==> src/rtl/l2_pkg.sv <==
// Shared state encoding and widths for the direct-mapped, write-back L2 cache.
package l2_pkg;
  localparam int LINE_W     = 128;
  localparam int MEM_ADDR_W = 28;

  typedef enum logic [2:0] {
    ST_IDLE    = 3'd0,
    ST_COMPARE = 3'd1,
    ST_WBACK   = 3'd2,
    ST_FETCH   = 3'd3,
    ST_RESP    = 3'd4
  } state_t;
endpackage

==> src/rtl/l2_line_store.sv <==
// Per-line data/tag/valid/dirty storage: asynchronous read by index, one synchronous
// write port, and asynchronous clear of the status bits on reset.
module l2_line_store
  import l2_pkg::*;
#(
  parameter int LINES  = 16,
  parameter int IDX    = $clog2(LINES),
  parameter int TAGLEN = MEM_ADDR_W - IDX
) (
  input  logic              clk,
  input  logic              rst,
  input  logic [IDX-1:0]    idx,
  output logic [LINE_W-1:0] rd_data,
  output logic [TAGLEN-1:0] rd_tag,
  output logic              rd_valid,
  output logic              rd_dirty,
  input  logic              we,
  input  logic [LINE_W-1:0] wr_data,
  input  logic [TAGLEN-1:0] wr_tag,
  input  logic              wr_valid,
  input  logic              wr_dirty
);
  logic [LINE_W-1:0] data_r [LINES];
  logic [TAGLEN-1:0] tag_r  [LINES];
  logic [LINES-1:0]  valid_r;
  logic [LINES-1:0]  dirty_r;

  assign rd_data  = data_r[idx];
  assign rd_tag   = tag_r[idx];
  assign rd_valid = valid_r[idx];
  assign rd_dirty = dirty_r[idx];

  // Payload arrays: no reset, contents only matter once the line is valid.
  always_ff @(posedge clk) begin
    if (we) begin
      data_r[idx] <= wr_data;
      tag_r[idx]  <= wr_tag;
    end
  end

  // Status bits: a reset during a refill or install leaves that line invalid.
  always_ff @(posedge clk or posedge rst) begin
    if (rst) begin
      valid_r <= {LINES{1'b0}};
      dirty_r <= {LINES{1'b0}};
    end else if (we) begin
      valid_r[idx] <= wr_valid;
      dirty_r[idx] <= wr_dirty;
    end
  end
endmodule

==> src/rtl/l2_cache.sv <==
// Direct-mapped, write-back, write-allocate L2 cache between the L1 line interface
// and main memory; one outstanding request, all outputs registered.
module l2_cache
  import l2_pkg::*;
#(
  parameter int LINES  = 16,
  parameter int TAGLEN = 28 - $clog2(LINES)
) (
  input  logic                  clk,
  input  logic                  proc_reset,
  input  logic                  read,
  input  logic                  write,
  input  logic [29:0]           addr,
  input  logic [LINE_W-1:0]     wdata,
  output logic [LINE_W-1:0]     rdata,
  output logic                  ready,
  output logic                  stall,
  output logic                  mem_read,
  output logic                  mem_write,
  output logic [MEM_ADDR_W-1:0] mem_addr,
  output logic [LINE_W-1:0]     mem_wdata,
  input  logic [LINE_W-1:0]     mem_rdata,
  input  logic                  mem_ready
);
  localparam int IDX = $clog2(LINES);

  state_t                  state_r, state_s;
  logic [IDX-1:0]          idx_s;
  logic [TAGLEN-1:0]       tag_s;
  logic [LINE_W-1:0]       line_data_s;
  logic [TAGLEN-1:0]       line_tag_s;
  logic                    line_valid_s, line_dirty_s;
  logic                    hit_s, victim_dirty_s;
  logic                    we_s, wr_dirty_s;
  logic [LINE_W-1:0]       wr_data_s;
  logic                    rdata_ld_s, maddr_ld_s, mwdata_ld_s;
  logic [LINE_W-1:0]       rdata_nxt_s;
  logic [MEM_ADDR_W-1:0]   maddr_nxt_s;
  logic                    unused_addr_s;

  assign idx_s          = addr[IDX+1:2];
  assign tag_s          = addr[29:IDX+2];
  assign unused_addr_s  = ^addr[1:0];
  assign hit_s          = line_valid_s && (line_tag_s == tag_s);
  assign victim_dirty_s = line_valid_s && line_dirty_s;

  l2_line_store #(.LINES(LINES), .IDX(IDX), .TAGLEN(TAGLEN)) u_store (
    .clk      (clk),
    .rst      (proc_reset),
    .idx      (idx_s),
    .rd_data  (line_data_s),
    .rd_tag   (line_tag_s),
    .rd_valid (line_valid_s),
    .rd_dirty (line_dirty_s),
    .we       (we_s),
    .wr_data  (wr_data_s),
    .wr_tag   (tag_s),
    .wr_valid (1'b1),
    .wr_dirty (wr_dirty_s)
  );

  // Next state, line-store writes and datapath load enables.
  always_comb begin
    state_s     = state_r;
    we_s        = 1'b0;
    wr_data_s   = wdata;
    wr_dirty_s  = 1'b1;
    rdata_ld_s  = 1'b0;
    rdata_nxt_s = line_data_s;
    maddr_ld_s  = 1'b0;
    maddr_nxt_s = addr[29:2];
    mwdata_ld_s = 1'b0;
    case (state_r)
      ST_IDLE: begin
        if (read || write) state_s = ST_COMPARE;
        else               state_s = ST_IDLE;
      end
      ST_COMPARE: begin
        if (hit_s) begin
          we_s       = write;
          rdata_ld_s = !write;
          state_s    = ST_RESP;
        end else if (victim_dirty_s) begin
          maddr_ld_s  = 1'b1;
          maddr_nxt_s = {line_tag_s, idx_s};
          mwdata_ld_s = 1'b1;
          state_s     = ST_WBACK;
        end else if (write) begin
          // A full-line write needs no fetch.
          we_s    = 1'b1;
          state_s = ST_RESP;
        end else begin
          maddr_ld_s = 1'b1;
          state_s    = ST_FETCH;
        end
      end
      ST_WBACK: begin
        if (!mem_ready) begin
          state_s = ST_WBACK;
        end else if (write) begin
          we_s    = 1'b1;
          state_s = ST_RESP;
        end else begin
          maddr_ld_s = 1'b1;
          state_s    = ST_FETCH;
        end
      end
      ST_FETCH: begin
        if (mem_ready) begin
          we_s        = 1'b1;
          wr_data_s   = mem_rdata;
          wr_dirty_s  = 1'b0;
          rdata_ld_s  = 1'b1;
          rdata_nxt_s = mem_rdata;
          state_s     = ST_RESP;
        end else begin
          state_s = ST_FETCH;
        end
      end
      ST_RESP: state_s = ST_IDLE;
      default: state_s = ST_IDLE;
    endcase
  end

  // State register; control outputs are registered from the next state so they align with it.
  always_ff @(posedge clk or posedge proc_reset) begin
    if (proc_reset) begin
      state_r   <= ST_IDLE;
      ready     <= 1'b0;
      stall     <= 1'b0;
      mem_read  <= 1'b0;
      mem_write <= 1'b0;
    end else begin
      state_r   <= state_s;
      ready     <= (state_s == ST_RESP);
      stall     <= (state_s == ST_WBACK) || (state_s == ST_FETCH);
      mem_read  <= (state_s == ST_FETCH);
      mem_write <= (state_s == ST_WBACK);
    end
  end

  // Data output registers: response line, memory address and victim line.
  always_ff @(posedge clk or posedge proc_reset) begin
    if (proc_reset) begin
      rdata     <= {LINE_W{1'b0}};
      mem_addr  <= {MEM_ADDR_W{1'b0}};
      mem_wdata <= {LINE_W{1'b0}};
    end else begin
      if (rdata_ld_s)  rdata     <= rdata_nxt_s;
      if (maddr_ld_s)  mem_addr  <= maddr_nxt_s;
      if (mwdata_ld_s) mem_wdata <= line_data_s;
    end
  end
endmodule

==> config.mk <==
export PLATFORM = sky130hd
export DESIGN_NAME = l2_cache
export DESIGN_NICKNAME = d
export VERILOG_FILES = /design/src/rtl/l2_pkg.sv /design/src/rtl/l2_line_store.sv /design/src/rtl/l2_cache.sv
export SDC_FILE = /design/constraint.sdc
export NUM_CORES = 2
export LEC_CHECK = 0
export ABC_AREA = 1
export CAP_MARGIN = 20
export CORE_AREA = 8 8 472 474
export CTS_CLUSTER_SIZE = 12
export DETAILED_ROUTE_END_ITERATION = 6
export DIE_AREA = 0 0 480 482
export PLACE_DENSITY = 0.86
export SLEW_MARGIN = 20
export SYNTH_ARGS = -nofsm -noshare
export SYNTH_HDL_FRONTEND = slang
export SYNTH_HIERARCHICAL = 1
export SYNTH_SLANG_ARGS = --single-unit
export TNS_END_PERCENT = 20
==> constraint.sdc <==
create_clock -name clk -period 11.9 [get_ports clk]
set_input_delay 1.19 -clock clk [delete_from_list [all_inputs] [get_ports clk]]
set_output_delay 1.19 -clock clk [all_outputs]
set_load 0.02 [all_outputs]
-- After elaboration in Yosys (flattened, before gate mapping)
Memory sizes are Yosys's and may differ from the RTL's.
Index checks and enable logic that the tools add are counted.
Widths: inputs -> output; s select.
- RAM bits: 2432
- output and inout bits: 288
- memories: 2
- input port bits: 291
- register bits after elaboration: 323
- word-level logic and storage cells: 70
- muxes and demuxes: 41
- reduce and logical (&&, ||, !) cells: 7
- bitwise gates (word level): 1
- $lt $le $gt $ge: 2
- equal/unequal tests: 7
- memory list (memory ; depth ; bits a word ; read ports ; clocked after Yosys merged registers in ; wr ports ; RTL line ; text):
    u_store.data_r ; 16 ; 128 ; 1 ; 0 ; 1 ; l2_line_store.sv:23 ; logic [LINE_W-1:0] data_r [LINES];
    u_store.tag_r ; 16 ; 24 ; 1 ; 0 ; 1 ; l2_line_store.sv:24 ; logic [TAGLEN-1:0] tag_r [LINES];
- operators by type and width (kind ; number):
    $mux 128 ; 4
    $mux 28 ; 3
    $eq 24x24->1 ; 1
    $mux 1 ; 21
    $bwmux 16 ; 1
    $or 16x16->16 ; 1
    $mux 3 ; 5
    $eq 3x2->1 const B ; 4
    $pmux 3 s4 ; 1
    $bmux 1 s4 ; 2
    $lt 4x5->1 const B ; 1
    $demux 1 s4 ; 1
    $ge 4x1->1 const B ; 1
    $pmux 1 s2 ; 2
    $eq 3x1->1 const B ; 1
    $eq 3x3->1 const B ; 1
    $logic_and 1x1->1 ; 3
    $logic_not 3->1 ; 1
    $pmux 1 s3 ; 1
    $logic_or 1x1->1 ; 2
    $logic_not 1->1 ; 1

-- Depth between registers and ports, before layout
- depth in word-level cells: 8
- gate-level depth with buffers: 27
- depth with buffers taken out: 23

-- By module
The synthesis kept the hierarchy.
- by module, submodules not included (module ; cells an instance ; area an instance (sq um) ; instances):
    l2_line_store ; 9980 ; 103065.1 ; 1
    l2_cache ; 2043 ; 14636.5 ; 1

-- Least setup slack after synthesis
OpenSTA, ideal clock, no wires.
- path kind: input to register
- start point: in addr[2]
- end point: reg u_store.dirty_r[11]
- arrival: 9955 ps
- path slack: 1531 ps
- setup time: 414 ps
- buffers on the path: 6
- required time: 11486 ps
- stages on the path: 22
- cells stage by stage: buf_6 > buf_6 > buf_6 > buf_4 > nand2_1 > nand2_1 > nand2_1 > nand2_1 > nand2_1 > nand2_1 > inv_1 > nand2_1 > nand2_1 > clkbuf_1 > inv_1 > clkbuf_1 > nand2_1 > nand3_1 > nand2_1 > nand3_1 > nor2_1 > a21oi_1
- word-level cells in the longest chain between the ends: 6
- elaborated cells between the ends (all ways): 17
- classes of those cells: order compare: 2; eq/ne: 1; mux: 10; reduce/logical: 3; memory: 1
- RTL lines (what ; RTL line ; text):
    start: declaration ; l2_cache.sv:13 ; input logic [29:0] addr,
    $bmux 1 s4 * ; l2_line_store.sv:30 ; assign rd_valid = valid_r[idx];
    $mux 1 (not written as such) * ; l2_line_store.sv:30 ;
    net line_valid_s ; l2_cache.sv:32 ; logic line_valid_s, line_dirty_s;
    $logic_and 1x1->1 ; l2_cache.sv:45 ; assign victim_dirty_s = line_valid_s && line_dirty_s;
    $mux 1 ; l2_cache.sv:83 ; end else if (victim_dirty_s) begin
    $mux 1 * ; l2_cache.sv:79 ; if (hit_s) begin
    $pmux 1 s3 * ; l2_cache.sv:73 ; case (state_r)
    net we_s ; l2_cache.sv:34 ; logic we_s, wr_dirty_s;
    end signal: assignment ; l2_line_store.sv:45 ; dirty_r <= {LINES{1'b0}};
    end signal: indexed assignment ; l2_line_store.sv:48 ; dirty_r[idx] <= wr_dirty;
    end: declaration ; l2_line_store.sv:26 ; logic [LINES-1:0] dirty_r;
The timed path passes the listed nets; every way through them passes the cells marked *. The select of a mux whose other input is x is not followed.
A chain may end at the register's enable or synchronous reset.

-- Final worst setup path
- start point: in addr[2]
- end point: mem u_store.data_r[5][25], enable pin
- elaborated cells between the ends (all ways): 13
- classes of those cells: eq/ne: 1; mux: 9; reduce/logical: 2; memory: 1
- RTL lines (what ; RTL line ; text):
    $mem_v2 16x24 ; -- ;
    net line_tag_s[2] ; l2_cache.sv:31 ; logic [TAGLEN-1:0] line_tag_s;
    $eq 24x24->1 ; l2_cache.sv:44 ; assign hit_s = line_valid_s && (line_tag_s == tag_s);
    $logic_and 1x1->1 ; l2_cache.sv:44 ;
    $mux 1 ; l2_cache.sv:79 ;
    $pmux 1 s3 ; l2_cache.sv:73 ;
    net we_s ; l2_cache.sv:34 ;
    $mux 1 ; l2_line_store.sv:35 ; if (we) begin
    $mux 1 (not written as such) ; l2_line_store.sv:36 ; data_r[idx] <= wr_data;
    end: declaration ; l2_line_store.sv:23 ;
The timed path passes the listed nets, and every way through them passes these cells. The select of a mux whose other input is x is not followed.

==> out/metrics.yaml <==
setup_path:
  cp_slowest_cell: "buf_4"
  reg2reg_depth: 21
  path_buf_inv: 7
  r2r_setup_slack_ns: 6.74
  worst_path_largest_cell_delay_ns: 0.96
  cp-start-kind: "input pin"
  arrival_ns: 7.94
  setup.worst_path.end_class: "flip-flop"
  crit_family: "buffers and inverters"
  regToRegStartpoint: "u_store/tag_r[0][21]"
  required_ns: 12.40
  crit_type: "input pin to flip-flop"
  reg2reg_to: "u_store/data_r[5][25]"
  path_common_cell: "nand2_1"
  crit_path_max_fanout: 99
place:
  dp_hpwl_mm: 167.2
  place.port_buffers: 576
  place_congestion: 0.8661
  placed_cells: 14955
  placed_area_mm2: 0.1249
routing:
  via_per_inst: 5.544
  num_vias: 85704
  dr.first_iter.drc_count: 11291
  wl_mm: 323.1
  drc_errors: 11
  wl_per_cell_um: 20.90
  dr.pass1.iters: 7
  ant_nets: 0
global_route:
  antenna_found_initial: 10
  grt_start_max_net_pins: 201
  grt_pass1_wl_mm: 479.5
  grt_overflow: 0
  grt_use_total_pct: 26.90
  grt_pass1_vias: 83380
timing:
  max_freq_mhz: 134.4
  timing_worst_slew_pin_value_ns: 1.146
  finalCritPeriodShare_pct: 62.52
  setup_violations: 0
  maxSlewHeadroom_pct: 23.57
  rsz0062_at_grt: "no"
  report.final.slew_viol_count: 0
  fin_tns_setup_ns: 0
  min_period_ns: 7.439
  finalClockSkew_ns: 0.06265
  hold_viol_final: 0
die:
  io_pins: 579
  die_x_um: 480
  start_util_pct: 54.58
  coreArea_mm2: 0.2157
  die_area_mm2: 0.2314
  fp.dieH_um: 482
  rows: 171
synthesis:
  yosysSeqAreaShare_pct: 68.91
  ys_seq_elements: 2755
  synth_area_mm2: 0.1177
  synthArstFlopShare_pct: 11.72
  ys.flop_type: "edfxtp_1"
  syn_area_per_cell_um2: 9.790
  synthCells: 12023
  synth.distinct_cells: 32
  synth_top_area_share_pct: 62.05
  yosysTopAreaCell: "edfxtp_1"
  synth_nets: 12314
  synth-edff-count: 2432
  ys_top_cells_by_area: "edfxtp_1 62%, nand2_1 24%, dfrtp_1 6.9%"
  yosys_warnings: 6
clock_network:
  cts_tree: "done"
  post_cts_buffers: 0
  cts_buffers: 301
  insertion_delay_ns: 0.94
  ctsResizeCount: 0
  clockRootBuffer: "clkbuf_16"
  cts.path.max_buffers: 4
  cts.sinks: 2755
  clk_pin_slew_worst_paths_ns: 0.06
  htreeDepth: 5
  cts_hold_buf: 0
hold_path:
  whs_path_depth: 2
  hold_path_class: "flip-flop to flip-flop"
  holdCritStartpoint: "mem_wdata[125]"
  hold_end: "mem_wdata[125]"
final_layout:
  area_delta_synth_final_pct: 13.76
  fin_util_pct: 62.09
  fin_area_mm2: 0.1339
  drive_above_1_share_pct: 4.135
  stdcell_count: 15459
  mostFrequentLayoutCells: "7574 x nand2_1, 2432 x edfxtp_1, 574 x clkdlybuf4s50_1"
  nets: 12695
  layout_commonest_cell: "nand2_1"
outcome:
  violations: "DRC"
  status: "finished, violations left"
power:
  leakage_uw: 0.05783
  power_uw: 24400
  p_per_area_mw_per_mm2: 182.2
  ir_worst_vdd_mv: 0.1610
job:
  drv_cap: 0
## tightest hold or removal path: cells and delay by family (launching register included)
family	cells	cell delay, ns
compound gates	1	0.06
flops	1	0.34
simple gates	1	0.05
## state kept, by name, summed over array words and instances (netlist names)
register / cells
u_store/data_r: 2048
u_store/tag_r: 384
mem_wdata: 128
rdata: 128
mem_addr: 28
u_store/dirty_r: 16
u_store/valid_r: 16
state_r: 3
mem_read: 1
mem_write: 1
ready: 1
stall: 1
## area by class of cell
cell class / count / area [µm²]
clock buffer: 442 / 8516
tap: 2854 / 3571
inverter: 505 / 1994
fill: 15449 / 81770
sequential: 2755 / 81110
antenna: 6 / 15.01
clock inverter: 56 / 495.5
multi-input combinational: 8152 / 31430
timing repair buffer: 689 / 6765
## synthesized netlist by cell type, types with 2 or more instances
master	instances
inv_2	9
a21oi_1	19
o21ai_1	11
nor2_4	4
nand4_1	4
nand2_1	7575
nor3_1	2
buf_4	92
buf_2	284
xnor2_1	3
nor2_2	3
nand3_1	167
inv_1	495
dfrtp_1	323
nor2_1	41
edfxtp_1	2432
buf_6	46
clkbuf_1	151
o21ai_0	312
buf_1	38
## routing by layer
metal	routed length [µm]	GRT usage [%]	up-vias
li1	-	-	39044
met1	117000	34.32	40003
met2	150900	44.01	5600
met3	36850	5.058	1053
met4	18280	14.36	4
met5	25	0	-
## power breakdown
group	internal, µW	switching, µW
combinational	1310	2630
sequential	11400	320
clock	5100	3610
## worst max path at each step
stage / startpoint / cells past startpoint / endpoint / slack, ns
floorplan: addr[2] / 22 / u_store/dirty_r[11] / 1.53
global placement: addr[2] / 22 / u_store/data_r[8][69] / 3.76
detailed placement: addr[2] / 22 / u_store/data_r[8][59] / 3.69
CTS: addr[2] / 22 / u_store/data_r[8][63] / 4.58
global route: addr[2] / 25 / u_store/data_r[4][25] / 4.17
finish: addr[2] / 25 / u_store/data_r[5][25] / 4.46
## metrics by stage
stage          setup WS, ns  hold slack [ns]
2_1_floorplan         1.531           0.4529
3_3_place_gp          3.762           0.4648
3_5_place_dp          3.691           0.4720
4_1_cts               4.585           0.4855
5_1_grt               4.173           0.5000
6_report              4.461           0.4834
## kinds of logic (layout without fill, tap and decap cells)
group | count (synthesis) | in the layout | share of synthesized area (%)
AO/OA/AOI/OAI | 345 | 345 | 1.471
XOR/XNOR | 4 | 4 | 0.02977
buffers and inverters | 1116 | 1692 | 4.450
flip-flops | 2755 | 2755 | 68.91
other | 1 | 7 | 0.003186
AND/OR/NAND/NOR | 7802 | 7802 | 25.13
(Power assumes the default switching activity.)
